$ cat src/rtl/load_return_unit.sv
// Load return unit: aligns and extends the SRAM read word for an outstanding load.
// It holds the result in local registers while writeback is stalled.
`ifndef memWidth4
`define memWidth1 2'd0
`define memWidth2 2'd1
`define memWidth4 2'd2
`endif

module load_return_unit #(
  parameter int DEST_W = 5,
  parameter int PC_W   = 32
) (
  input  logic              clk,
  input  logic              reset,
  input  logic              issueValid,
  output logic              issueReady,
  input  logic [1:0]        issueWidth,
  input  logic [1:0]        issueAddrLow,
  input  logic              issueSigned,
  input  logic [DEST_W-1:0] issueDest,
  input  logic [PC_W-1:0]   issuePC,
  input  logic [31:0]       data_sram_rdata,
  input  logic              wbStall,
  input  logic              flush,
  output logic              loadValid,
  output logic [31:0]       loadData,
  output logic [DEST_W-1:0] loadDest,
  output logic [PC_W-1:0]   loadPC,
  output logic              pending
);

  typedef enum logic [1:0] {
    S_IDLE = 2'd0,
    S_WAIT = 2'd1,
    S_HOLD = 2'd2
  } state_e;

  state_e            state_q;
  logic [1:0]        width_q;
  logic [1:0]        addr_q;
  logic              signed_q;
  logic [DEST_W-1:0] dest_q;
  logic [PC_W-1:0]   pc_q;
  logic [31:0]       hold_data_q;
  logic [DEST_W-1:0] hold_dest_q;
  logic [PC_W-1:0]   hold_pc_q;

  logic [31:0]       extracted_d;
  logic              accept_d;

  function automatic logic [31:0] extract(input logic [1:0] w, input logic [1:0] a,
                                          input logic s, input logic [31:0] rd);
    logic [15:0] half;
    logic [7:0]  byte_v;
    logic [31:0] r;
    half   = a[1] ? rd[31:16] : rd[15:0];
    byte_v = 8'h00;
    r      = rd;
    case (a)
      2'd0:    byte_v = rd[7:0];
      2'd1:    byte_v = rd[15:8];
      2'd2:    byte_v = rd[23:16];
      2'd3:    byte_v = rd[31:24];
      default: byte_v = rd[7:0];
    endcase
    case (w)
      `memWidth2: r = {{16{s & half[15]}}, half};
      `memWidth1: r = {{24{s & byte_v[7]}}, byte_v};
      default:    r = rd;
    endcase
    return r;
  endfunction

  // Handshake, alignment and output selection; WAIT forwards the live SRAM word.
  always_comb begin
    issueReady  = !flush && ((state_q == S_IDLE) || ((state_q == S_WAIT) && !wbStall));
    accept_d    = issueValid && issueReady;
    extracted_d = extract(width_q, addr_q, signed_q, data_sram_rdata);
    loadValid   = (state_q != S_IDLE);
    pending     = (state_q != S_IDLE);
    if (state_q == S_WAIT) begin
      loadData = extracted_d;
      loadDest = dest_q;
      loadPC   = pc_q;
    end else begin
      loadData = hold_data_q;
      loadDest = hold_dest_q;
      loadPC   = hold_pc_q;
    end
  end

  // State machine plus capture of issued fields and held result.
  always_ff @(posedge clk) begin
    if (reset) begin
      state_q     <= S_IDLE;
      width_q     <= 2'd0;
      addr_q      <= 2'd0;
      signed_q    <= 1'b0;
      dest_q      <= '0;
      pc_q        <= '0;
      hold_data_q <= 32'd0;
      hold_dest_q <= '0;
      hold_pc_q   <= '0;
    end else begin
      if (accept_d) begin
        width_q  <= issueWidth;
        addr_q   <= issueAddrLow;
        signed_q <= issueSigned;
        dest_q   <= issueDest;
        pc_q     <= issuePC;
      end
      // Capturing on every WAIT also keeps the last result visible while idle.
      if ((state_q == S_WAIT) && !flush) begin
        hold_data_q <= extracted_d;
        hold_dest_q <= dest_q;
        hold_pc_q   <= pc_q;
      end
      case (state_q)
        S_IDLE: state_q <= accept_d ? S_WAIT : S_IDLE;
        S_WAIT: begin
          if (flush)        state_q <= S_IDLE;
          else if (wbStall) state_q <= S_HOLD;
          else              state_q <= accept_d ? S_WAIT : S_IDLE;
        end
        S_HOLD:  state_q <= (flush || !wbStall) ? S_IDLE : S_HOLD;
        default: state_q <= S_IDLE;
      endcase
    end
  end

endmodule
$ cat config.mk
export PLATFORM = sky130hd
export DESIGN_NAME = load_return_unit
export DESIGN_NICKNAME = d
export VERILOG_FILES = /design/src/rtl/load_return_unit.sv
export SDC_FILE = /design/constraint.sdc
export NUM_CORES = 1
export LEC_CHECK = 0
export ABC_AREA = 1
export BUFFER_PORTS_ARGS = -buffer_cell sky130_fd_sc_hd__buf_2
export CAP_MARGIN = 20
export CORE_ASPECT_RATIO = 1.2
export CORE_MARGIN = 1
export CORE_UTILIZATION = 49
export CTS_BUF_LIST = sky130_fd_sc_hd__clkbuf_2 sky130_fd_sc_hd__clkbuf_4 sky130_fd_sc_hd__clkbuf_8
export DETAILED_ROUTE_END_ITERATION = 10
export PLACE_DENSITY = 0.78
export REMOVE_ABC_BUFFERS = 1
export SLEW_MARGIN = 10
export SYNTH_ARGS = -nofsm -noshare
export SYNTH_HDL_FRONTEND = slang
export SYNTH_SLANG_ARGS = --single-unit
$ cat constraint.sdc
create_clock -name clk -period 1.2 [get_ports clk]
set_input_delay 0 -clock clk [delete_from_list [all_inputs] [get_ports clk]]
set_output_delay 0 -clock clk [all_outputs]
set_load 0.02 [all_outputs]
==> results of run 1 <==
kinds of logic after synthesis:
family,synth area share [%]
compound gates,17.2
buf+inv,11.2
flops,40.2
simple gates,31.4
what timing repair did:
item / in CTS
buffers inserted: 34
resized for setup: 353
setup endpoints to repair: 149
hold buffers: 70
hold endpoints to repair: 68
pin swaps: 63
gates cloned: 18
stage by stage:
stage	cells	area [µm²]	TNS [ns]	utilization [%]	setup WS, ns
floorplan	788	5280	-305.79	-	-3.24
global placement	1151	6870	-10.75	62.0	-0.216
detailed placement	1151	6870	-14.26	62.0	-0.254
CTS	1304	9820	-59.17	88.6	-0.571
==> impl_metrics.py, run 1 <==
metrics = {
    "outcome": {
        "status": "did not finish",
        "flow.stopped_at": "global routing (5_1_grt)",
        "error": "[ERROR DPL-0038] Utilization greater than 100%, impossible to legalize",
    },
    "timing": {
        "worst_endpoint": "loadData[15]",
        "worstEpCategory": "top-level output",
    },
    "placement": {
        "dp_hpwl_um": 10700,
        "gp_congestion": 0.956,
        "io_buffers": 150,
    },
    "yosys": {
        "synth_most_common_cell": "nand2_1",
        "synth-seq-cells": 113,
        "synth_edf_count": 0,
        "synth_top_area_share_pct": 40.2,
        "yosys.area.top_type": "dfxtp_1",
        "yosysSeqAreaShare_pct": 40.2,
        "synth_cells": 855,
        "yosys.cell_types.count": 25,
        "async_reset_ff_share_pct": 0,
        "synth_ff_type": "dfxtp_1",
        "netlist_top_cells_area": "dfxtp_1 (40%), nand2_1 (17%), nor2_1 (6.9%)",
        "ys.warnings.count": 0,
        "avgSynthCellArea_um2": 6.57,
        "synth_common_cells": "nand2_1 (251), dfxtp_1 (113), nor2_1 (103)",
        "netlist_area_um2": 5620,
    },
    "die": {
        "die_w_um": 99.8,
        "rows": 42,
        "initial_utilization_pct": 50.7,
        "pin_count": 151,
        "die_h_um": 119,
    },
    "clock_network": {
        "clock_path_buffers": 2,
        "h-tree-depth": 4,
        "root_buffer": "clkbuf_8",
        "cts.sinks": 113,
        "cts_buffers": 17,
    },
    "global_routing": {
        "grt_max_degree": 41,
    },
}
==> inputs of run 2 (changes only) <==
CORE_ASPECT_RATIO = default   (was 1.2)
CORE_UTILIZATION = 40   (was 49)
CTS_BUF_LIST = default   (was sky130_fd_sc_hd__clkbuf_2 sky130_fd_sc_hd__clkbuf_4 sky130_fd_sc_hd__clkbuf_8)
PLACE_DENSITY = default   (was 0.78)
PLACE_DENSITY_LB_ADDON = 0.15   (was default)
clock period = 1.6 ns   (was 1.2 ns; I/O delays follow)
==> impl_metrics.py, run 2 <==
metrics = {
    "outcome": {
        "status": "complete, but fails checks",
        "violations": "negative setup slack",
    },
    "power_and_ir_drop": {
        "pwr_density_cell_nw_per_um2": 935,
        "p_sw_w": 0.00223,
        "p_leak_nw": 4.31,
        "seqPwrFrac_pct": 36.0,
        "netSwitchingFraction_pct": 26.7,
        "p_int_w": 0.00614,
        "peakVddDrop_v": 0.000619,
        "clkPwrFrac_pct": 45.5,
        "pwr-share-comb_pct": 18.5,
    },
    "die": {
        "rows": 42,
        "pin_count": 151,
        "core_um2": 13500,
        "initial_utilization_pct": 41.8,
        "die_h_um": 121,
        "die_area_um2": 14500,
        "die_w_um": 121,
    },
    "critical_path": {
        "r2r_start": "addr_q[0]",
        "reg2reg_setup_slack_ns": 0.04,
        "worstSetupPathType": "flop to output pin",
        "start_kind": "flop",
        "cp-end-kind": "output pin",
        "critPathMaxFanout": 6,
        "startpoint": "addr_q[0]",
        "cp.arrival_ns": 1.80,
        "required_ns": 1.60,
    },
    "global_routing": {
        "grt_pass1_wl_um": 28300,
        "grt_usage_pct": 24.8,
        "overflow": 0,
        "grt_pass1_vias": 5912,
        "grt_antenna_before_repair": 0,
        "grt_max_degree": 61,
    },
    "clock_network": {
        "clock_path_buffers": 2,
        "cts.sinks": 113,
        "clk_latency_ns": 0.42,
        "clk_pin_slew_ns": 0.05,
        "cts_tree": "yes",
        "cts_buffers": 17,
        "h-tree-depth": 4,
        "root_buffer": "clkbuf_16",
    },
    "yosys": {
        "synth_edf_count": 0,
        "yosys.cell_types.count": 25,
        "netlist_area_um2": 5620,
        "synth-seq-cells": 113,
        "synth_ff_type": "dfxtp_1",
        "ys.warnings.count": 0,
        "synth_cells": 855,
        "synth_common_cells": "nand2_1 (251), dfxtp_1 (113), nor2_1 (103)",
        "yosys.area.top_type": "dfxtp_1",
        "synth_most_common_cell": "nand2_1",
        "avgSynthCellArea_um2": 6.57,
        "synth_top_area_share_pct": 40.2,
        "yosysSeqAreaShare_pct": 40.2,
        "netlist_top_cells_area": "dfxtp_1 (40%), nand2_1 (17%), nor2_1 (6.9%)",
        "async_reset_ff_share_pct": 0,
    },
    "final_layout": {
        "diodes": 0,
        "reg_top3": "hold_data_q: 32 flops, hold_pc_q: 32 flops, pc_q: 32 flops",
        "area_growth_pct": 59.3,
        "utilization_pct": 66.6,
        "final_common_cell": "nand2_1",
        "n_fill_cell": 1197,
        "drive_above_1_share_pct": 28.9,
        "final_cell_mix": "nand2_1 (234), dfxtp_1 (107), nor2_1 (102), buf_2 (99), dlygate4sd3_1 (74)",
        "final_nets": 1165,
    },
    "min_path": {
        "hp-class": "input port to flop",
        "hp-start": "data_sram_rdata[0]",
    },
    "timing": {
        "hold_viol_final": 0,
        "worst_pin_slew_ns": 0.420,
        "setup_viol": 32,
        "finClkSkew_ns": 0.00572,
        "drv_slew": 0,
        "max_freq_mhz": 555,
        "rsz0062_at_grt": "true",
        "relSlewSlack_pct": 72.0,
        "period_needed_ns": 1.80,
        "whs_ns": 0.0397,
        "layout_setup_ws_ns": -0.201,
        "fin_crit_sh_pct": 113,
    },
    "drt": {
        "detail_route.wl_per_cell_um": 15.1,
        "vias": 6474,
        "totalWireLength_um": 19200,
        "drc": 0,
        "ant_nets": 0,
        "first_iter_violations": 380,
        "vias_per_cell": 5.08,
        "drtPass1Iterations": 5,
    },
    "job": {
        "drv_cap": 0,
    },
    "placement": {
        "io_buffers": 150,
        "gp_congestion": 0.834,
        "pre_cts_ws_ns": 0.119,
        "dp_hpwl_um": 10100,
    },
}
[run 2: cell counts after synthesis]
Identical to the previous run, type by type.
[run 2: worst paths after layout]
kind,to,depth (start not counted)
min reg2reg,pc_q[12],2
max,loadData[11],9
min,hold_data_q[0],5
max reg2reg,hold_data_q[12],8
[run 2: final cells by class]
cell class / instances / area, µm² / share of cell area, %
Multi-Input combinational cell: 601 / 3040 / 33.9
Clock buffer: 23 / 498 / 5.56
Sequential cell: 113 / 2280 / 25.5
Inverter: 74 / 298 / 3.33
Tap cell: 176 / 220 / 2.46
Clock inverter: 9 / 104 / 1.16
Timing Repair Buffer: 279 / 2520 / 28.1
[run 2: routing by layer]
| metal | global-route usage, % | share of wire, % | vias to the layer above |
|---|---|---|---|
| li1 | - | - | 3249 |
| met1 | 30.9 | 44 | 2946 |
| met2 | 41.3 | 48 | 251 |
| met3 | 5.61 | 6.2 | 28 |
| met4 | 9.49 | 1.9 | 0 |
| met5 | 0 | 0 | - |
[run 2: repair_timing]
item | in CTS | in global routing
buffers inserted | 8 | 9
cloned | 4 | 9
setup endpoints to repair | 67 | 81
hold endpoints to repair | 72 | 0
gates resized for setup | 87 | 128
hold buffers | 74 | 0
pin swaps | 5 | 25
[run 2: worst max-delay path, cell delays in order (launching register included)]
cell and delay [ns]:
dfxtp_4 0.38, inv_4 0.05, o21bai_4 0.13, nand3_2 0.12, nand3_4 0.18, clkbuf_16 0.19, nand3_2 0.07, nand2_1 0.06
nand2_1 0.07, buf_6 0.13
[run 2: power groups by stage]
stage | registers (W) | clock network (W) | logic [W]
2_1_floorplan | 0.00307 | 0 | 0.000625
3_3_place_gp | 0.00306 | 0 | 0.00107
3_5_place_dp | 0.00307 | 0 | 0.00107
4_1_cts | 0.00301 | 0.00386 | 0.00134
5_1_grt | 0.00303 | 0.00398 | 0.00169
6_report | 0.00301 | 0.00381 | 0.00154
[run 2: cell families after synthesis]
group | synth area share (%)
and+or+nand+nor | 31.4
AOI/OAI and AO/OA | 17.2
buffers and inverters | 11.2
DFF | 40.2
[run 2: stage by stage]
stage | total power (W) | area (µm²) | setup TNS, ns | std cells
after floorplan | 0.00370 | 5280 | -233.39 | 788
after global placement | 0.00414 | 6580 | 0 | 1140
after detailed placement | 0.00414 | 6580 | 0 | 1140
after CTS | 0.00821 | 8290 | -3.10 | 1258
after global routing | 0.00870 | 8950 | -7.91 | 1275
final | 0.00837 | 8950 | -4.73 | 1275
Power figures use the tool's default switching activity.
